--- src/rtl/gray_counter_param_if.sv ---
// Bus bundle for gray_counter_param: control strobes in, Gray/binary count and
// status flags out. The master modport is the controller side, and the slave
// modport is the counter side.
interface gray_counter_param_if #(
  parameter int WIDTH = 3
);
  logic             En;
  logic             Dir;
  logic             Load;
  logic [WIDTH-1:0] LoadValue;
  logic             ClrFlags;
  logic [WIDTH-1:0] Output;
  logic [WIDTH-1:0] BinOut;
  logic             Overflow;
  logic             Underflow;
  logic             WrapPulse;

  modport master (
    output En, Dir, Load, LoadValue, ClrFlags,
    input  Output, BinOut, Overflow, Underflow, WrapPulse
  );

  modport slave (
    input  En, Dir, Load, LoadValue, ClrFlags,
    output Output, BinOut, Overflow, Underflow, WrapPulse
  );
endinterface

--- src/rtl/gray_counter_param.sv ---
// Parametrised Gray-code counter with up/down, parallel Gray load, sticky
// overflow/underflow flags and a one-cycle wrap pulse.
// The counter keeps a binary index. Both the Gray view and the binary view are
// registered from the same next value, so the two views always agree.
// Optional build macro GRAY_SATURATE_EN: the counter holds at the end of its
// range instead of wrapping. The flag and pulse behaviour does not change.
module gray_counter_param #(
  parameter int WIDTH = 3
) (
  input logic                 Clk,
  input logic                 Reset,
  gray_counter_param_if.slave bus
);

  logic [WIDTH-1:0] b_q, b_nxt;
  logic [WIDTH-1:0] gray_q;
  logic [WIDTH-1:0] load_bin;
  logic             ov_q, un_q, wp_q;
  logic             ov_set, un_set;
  logic             at_max, at_min;

  // Gray to binary: each binary bit is the XOR of all Gray bits at or above it.
  for (genvar i = 0; i < WIDTH; i++) begin : g_g2b
    assign load_bin[i] = ^bus.LoadValue[WIDTH-1:i];
  end

  assign at_max = &b_q;
  assign at_min = ~|b_q;

  // Next index and limit events. Load beats En, and a held counter raises no event.
  always_comb begin
    b_nxt  = b_q;
    ov_set = 1'b0;
    un_set = 1'b0;
    if (bus.Load) begin
      b_nxt = load_bin;
    end else if (bus.En) begin
      if (bus.Dir) begin
        if (at_max) begin
          ov_set = 1'b1;
`ifdef GRAY_SATURATE_EN
          b_nxt  = b_q;
`else
          b_nxt  = '0;
`endif
        end else begin
          b_nxt = b_q + WIDTH'(1);
        end
      end else begin
        if (at_min) begin
          un_set = 1'b1;
`ifdef GRAY_SATURATE_EN
          b_nxt  = b_q;
`else
          b_nxt  = '1;
`endif
        end else begin
          b_nxt = b_q - WIDTH'(1);
        end
      end
    end
  end

  // Count state. Gray and binary are registered from the same next value.
  always_ff @(posedge Clk) begin
    if (Reset) begin
      b_q    <= '0;
      gray_q <= '0;
    end else begin
      b_q    <= b_nxt;
      gray_q <= b_nxt ^ (b_nxt >> 1);
    end
  end

  // Sticky flags. A set in the same cycle as ClrFlags wins, and the pulse marks each limit event.
  always_ff @(posedge Clk) begin
    if (Reset) begin
      ov_q <= 1'b0;
      un_q <= 1'b0;
      wp_q <= 1'b0;
    end else begin
      ov_q <= (ov_q & ~bus.ClrFlags) | ov_set;
      un_q <= (un_q & ~bus.ClrFlags) | un_set;
      wp_q <= ov_set | un_set;
    end
  end

  assign bus.Output    = gray_q;
  assign bus.BinOut    = b_q;
  assign bus.Overflow  = ov_q;
  assign bus.Underflow = un_q;
  assign bus.WrapPulse = wp_q;

endmodule

--- src/flat_wrapper.sv ---
// flat-port wrapper written by rule: the top's interface ports become plain ports
module gray_counter_param_flat 
#(
  parameter int WIDTH = 3
)
  (Clk, Reset, bus_En, bus_Dir, bus_Load, bus_LoadValue, bus_ClrFlags, bus_Output, bus_BinOut, bus_Overflow, bus_Underflow, bus_WrapPulse);
  gray_counter_param_if #(.WIDTH(WIDTH)) bus_i ();
  input logic Clk;
  input logic Reset;
  input wire logic [$bits(bus_i.En)-1:0] bus_En;
  input wire logic [$bits(bus_i.Dir)-1:0] bus_Dir;
  input wire logic [$bits(bus_i.Load)-1:0] bus_Load;
  input wire logic [$bits(bus_i.LoadValue)-1:0] bus_LoadValue;
  input wire logic [$bits(bus_i.ClrFlags)-1:0] bus_ClrFlags;
  output wire logic [$bits(bus_i.Output)-1:0] bus_Output;
  output wire logic [$bits(bus_i.BinOut)-1:0] bus_BinOut;
  output wire logic [$bits(bus_i.Overflow)-1:0] bus_Overflow;
  output wire logic [$bits(bus_i.Underflow)-1:0] bus_Underflow;
  output wire logic [$bits(bus_i.WrapPulse)-1:0] bus_WrapPulse;
  assign bus_i.En = bus_En;
  assign bus_i.Dir = bus_Dir;
  assign bus_i.Load = bus_Load;
  assign bus_i.LoadValue = bus_LoadValue;
  assign bus_i.ClrFlags = bus_ClrFlags;
  assign bus_Output = bus_i.Output;
  assign bus_BinOut = bus_i.BinOut;
  assign bus_Overflow = bus_i.Overflow;
  assign bus_Underflow = bus_i.Underflow;
  assign bus_WrapPulse = bus_i.WrapPulse;
  gray_counter_param #(.WIDTH(WIDTH)) u_core (.Clk(Clk), .Reset(Reset), .bus(bus_i));
endmodule
--- config.mk ---
export PLATFORM = sky130hd
export DESIGN_NAME = gray_counter_param_flat
export DESIGN_NICKNAME = d
export VERILOG_FILES = /design/src/rtl/gray_counter_param_if.sv /design/src/rtl/gray_counter_param.sv /design/src/flat_wrapper.sv
export SDC_FILE = /design/constraint.sdc
export NUM_CORES = 1
export LEC_CHECK = 0
export BUFFER_PORTS_ARGS = -buffer_cell sky130_fd_sc_hd__buf_2
export CAP_MARGIN = 20
export CELL_PAD_IN_SITES_DETAIL_PLACEMENT = 0
export CELL_PAD_IN_SITES_GLOBAL_PLACEMENT = 1
export CORE_MARGIN = 2
export CORE_UTILIZATION = 32
export DETAILED_ROUTE_END_ITERATION = 10
export GPL_ROUTABILITY_DRIVEN = 0
export PLACE_DENSITY_LB_ADDON = 0.1
export REMOVE_ABC_BUFFERS = 1
export SLEW_MARGIN = 0
export SYNTH_ARGS = -nofsm -noshare
export SYNTH_HDL_FRONTEND = slang
export SYNTH_SLANG_ARGS = --single-unit
--- constraint.sdc ---
create_clock -name Clk -period 2 [get_ports Clk]
set_input_delay 0.2 -clock Clk [delete_from_list [all_inputs] [get_ports Clk]]
set_output_delay 0.2 -clock Clk [all_outputs]
set_load 0.02 [all_outputs]
* Yosys cells after proc, flatten, opt, wreduce, memory -nomap -nowiden *
Cells that the tools add are included.

cells by class
  multipliers = 0
  divide/modulo/power cells = 0
  muxes and demuxes = 13
  bitwise operators = 7
  shift-type cells = 0
  $lt $le $gt $ge = 0
  add/sub/neg operators = 2
  reductions and logical operators = 4
  equal/unequal tests = 0

operators with widths
  kind                   number
  $mux W3                5
  $mux W1                8
  $add A3 B1 Y3 const B  1
  $or A1 B1 Y1           3
  $reduce_and A3 Y1      1
  $reduce_or A3 Y1       1
  $reduce_xor A3 Y1      1
  $sub A3 B1 Y3 const B  1
  $xor A3 B2 Y3          1
  $and A1 B1 Y1          2
  $reduce_xor A2 Y1      1
  $not A1 Y1             1

storage, ports and cells
  input bits = 9
  bits in writable memories = 0
  latch bits = 0
  memories kept = 0
  output and inout bits = 9
  register bits after elaboration = 9
  bits in read-only memories = 0
  logic and storage cells = 31

* Logic depth before layout (Yosys ltp) *
  word-level depth = 6
  depth in mapped cells = 7
  depth with buffers taken out = 7

* Worst setup path after synthesis *
Ideal clock, no wire load.

  path type = register to register
  from = register u_core.b_q[0], in the netlist u_core.bus.BinOut[0]
  to = register u_core.gray_q[1], in the netlist u_core.bus.Output[1]
  path buffers = 0
  slack = 0.412 ns
  data arrival time = 1.474 ns
  stages on the path, launching flop included = 8
  setup time = 0.114 ns
  period minus slack after synthesis = 1.588 ns
  data required time = 1.886 ns
  cells stage by stage = dfxtp_1 -> inv_1 -> ha_1 -> xnor2_1 -> mux2i_1 -> o21ai_2 -> xor2_1 -> nor2_1

on the way
  cells in the longest elaborated chain, start to end = 6
  elaborated cells on any way between the ends = 10
  classes of those cells = add/sub (2); mux (5); bitwise (1); reduce/logical (2)

ends and longest elaborated chain
  item                                   line                                                source
  start, declared                        gray_counter_param.sv:15                            logic [WIDTH-1:0] b_q, b_nxt;
  start signal, assigned                 gray_counter_param.sv:70                            b_q <= b_nxt;
  $sub A3 B1 Y3 (tied with other cells)  gray_counter_param.sv:58                            b_nxt = b_q - WIDTH'(1);
  $mux W3 (on tied branches)             gray_counter_param.sv:50, gray_counter_param.sv:39
  $mux W3 *                              gray_counter_param.sv:38                            if (bus.Dir) begin
  $mux W3 *                              gray_counter_param.sv:37                            end else if (bus.En) begin
  $mux W3 *                              gray_counter_param.sv:35                            if (bus.Load) begin
  $xor A3 B2 Y3 *                        gray_counter_param.sv:71                            gray_q <= b_nxt ^ (b_nxt >> 1);
  end signal, assigned                   gray_counter_param.sv:71
  end, declared                          gray_counter_param.sv:16                            logic [WIDTH-1:0] gray_q;

Mark *: on every way between the ends. The rest lies on a longest branch, timed or not.
A chain may end at the register's enable or synchronous reset.

* Worst setup path after layout *
Ends and elaborated chain as after synthesis.

==> results.yml <==
finish:
  final_util: 0.429
  finalNonFillerCells: 84
  area_delta_synth_final_pct: 23.2
  final_layout_size_suffix_gt1_frac: 0.348
  final_cell_area_um2: 572
  fin_nets: 84
  insertedDiodeCount: 0
  fillers: 143
die:
  chipWidth_um: 42.1
  start_util: 0.348
  io_pins: 18
  die_height_um: 42.1
  dieArea_um2: 1770
  num_rows: 13
  core_area_um2: 1330
worst_setup_path:
  path_max_fanout: 5
  worstPathRequired_ns: 2.14
  cp-end-kind: "flip-flop"
  critPathKind: "reg2reg"
  crit_arrival_ns: 1.71
  crit_path_start_kind: "flip-flop"
placement:
  dp_hpwl_um: 723
  placed_cell_area_um2: 549
  port_buffers: 17
  dp.cells: 81
synth:
  synth.top_cell.area_share: 0.345
  synth_edf_count: 0
  syn_inst: 51
  yosysMostFrequentCell: "dfxtp_1"
  synth_warnings: 0
  syn_area_per_cell_um2: 9.10
  ys_top_cells_by_area: "dfxtp_1 35%, ha_1 11%, xor2_1 7.5%"
  ys.flop_type: "dfxtp_1"
  syn_area_um2: 464
  ys_async_sr_fraction: 0
  synth_top_area_cell: "dfxtp_1"
  ys_types: 24
  synth-seq-cells: 8
  ys_seq_area_frac: 0.345
  ys_top_cells_by_count: "8 x dfxtp_1, 7 x nor2_1"
clock_tree:
  cts_setup_buffers: 0
  cts_inserted_buffers: 3
  clk_pin_slew_ns: 0.05
  ctsResizeCount: 0
  clockBufferDepth: 2
  hold_buffers: 0
  cts.sinks: 8
  cts_tree: "yes"
  h-tree-depth: 1
  clk_latency_ns: 0.25
  clock-root-buffer: "clkbuf_4"
timing:
  setup_viol: 0
  final-max-slew-violation-count: 0
  hold_violations: 0
  slew_headroom: 0.817
  finalCritPeriodShare: 0.787
  timing.setup.tns_ns: 0
  max_freq_ghz: 0.635
  fin_crit_ns: 1.57
  tightest_slew_ns: 0.275
  clock_skew_ns: 0.00415
  rsz0062_at_grt: "no"
routing:
  ant_nets: 0
  via_per_inst: 4.81
  post_drt_wl_per_cell_um: 10.7
  drt_wl_total_um: 896
  drt-initial-drc-count: 5
  drc: 0
  vias: 404
  drtPass1Iterations: 3
global_route:
  grt.overflow.total: 0
  grt_antenna_before_repair: 0
  grt_pass1_wl_mm: 1.55
  grt_pass1_vias: 374
  grt_max_degree: 9
  grt.total_usage: 0.117
power_and_ir_drop:
  peakVddDrop_v: 0.000359
  power_density_nw_per_um2: 746
  leakagePower_nw: 0.284
worst_hold_path:
  hp-class: "in2reg"
status:
  status: "completed"
job:
  cap_violations: 0
==> registers in the layout, summed over array words and instances (netlist names) <==
| signal | count |
|---|---|
| u_core.bus.Output | 3 |
| u_core.bus.BinOut | 2 |
| u_core.bus.Overflow | 1 |
| u_core.bus.Underflow | 1 |
| u_core.bus.WrapPulse | 1 |
==> routing by layer <==
| layer | GRT usage | wire length [um] | share of wire | vias to the layer above |
|---|---|---|---|---|
| li1 | - | - | - | 209 |
| met1 | 0.146 | 421 | 0.47 | 186 |
| met2 | 0.178 | 425 | 0.47 | 9 |
| met3 | 0.0560 | 49 | 0.055 | 0 |
| met4 | 0.0375 | 0 | 0 | 0 |
| met5 | 0 | 0 | 0 | - |
==> logic make-up (layout without fill, tap and decap cells) <==
logic type      after synthesis  count (layout)  synth area share
fa+ha+maj                     4               4             0.108
xor+xnor                      5               5            0.0943
flops                         8               8             0.345
simple gates                 19              19             0.216
compound gates                8               8             0.143
mux                           1               1            0.0216
buf+inv                       6              24            0.0728
==> metrics by stage <==
stage | hold WS, ns | power (mW) | setup WS, ns
finish | 0.215 | 0.426 | 0.425
global route | 0.228 | 0.458 | 0.246
CTS | 0.204 | 0.436 | 0.391
detailed placement | 0.473 | 0.311 | 0.410
global placement | 0.483 | 0.313 | 0.397
floorplan | 0.272 | 0.270 | 0.405
==> where the power goes <==
part | internal, mW | switching [mW] | leakage, nW
combinational | 0.0516 | 0.0710 | 0.204
clock | 0.0684 | 0.0514 | 0.0138
sequential | 0.174 | 0.0104 | 0.0659
==> final timing paths <==
kind                            depth (start not counted)                       startpoint                               to  slack (ns)
worst max-delay path                                    7  u_core.bus.BinOut[0]$_SDFF_PP0_  u_core.bus.Output[1]$_SDFF_PP0_        0.43
worst min-delay path                                    2                            Reset  u_core.bus.BinOut[1]$_SDFF_PP0_        0.21
worst max register to register                          7  u_core.bus.BinOut[0]$_SDFF_PP0_  u_core.bus.Output[1]$_SDFF_PP0_        0.43
worst min register to register                          2   u_core.bus.Overflow$_SDFF_PP0_   u_core.bus.Overflow$_SDFF_PP0_        0.50
==> critical path, stage by stage, from the launching register on <==
cell,delay (ns)
dfxtp_1,0.40
inv_1,0.08
ha_1,0.23
nor3_1,0.17
a211oi_1,0.08
o221ai_1,0.27
xor2_1,0.17
nor2_1,0.05
==> cell type report <==
cell class / instances / area, um^2 / share of cell area
inverter: 4 / 15.0 / 0.0263
sequential: 8 / 160 / 0.280
timing repair buffer: 17 / 85.1 / 0.149
tap: 15 / 18.8 / 0.0328
clock buffer: 3 / 22.5 / 0.0394
multi-input combinational: 37 / 270 / 0.473
==> cells in the final DEF (no fill, tap or decap), drive strengths merged, types with 2 or more instances in the layout <==
cell type  instances
nor2               7
dfxtp              8
clkbuf             3
buf               17
ha                 4
xor2               4
inv                4
a32oi              2
nor3               2
nand2              4
(Power assumes the default switching activity.)
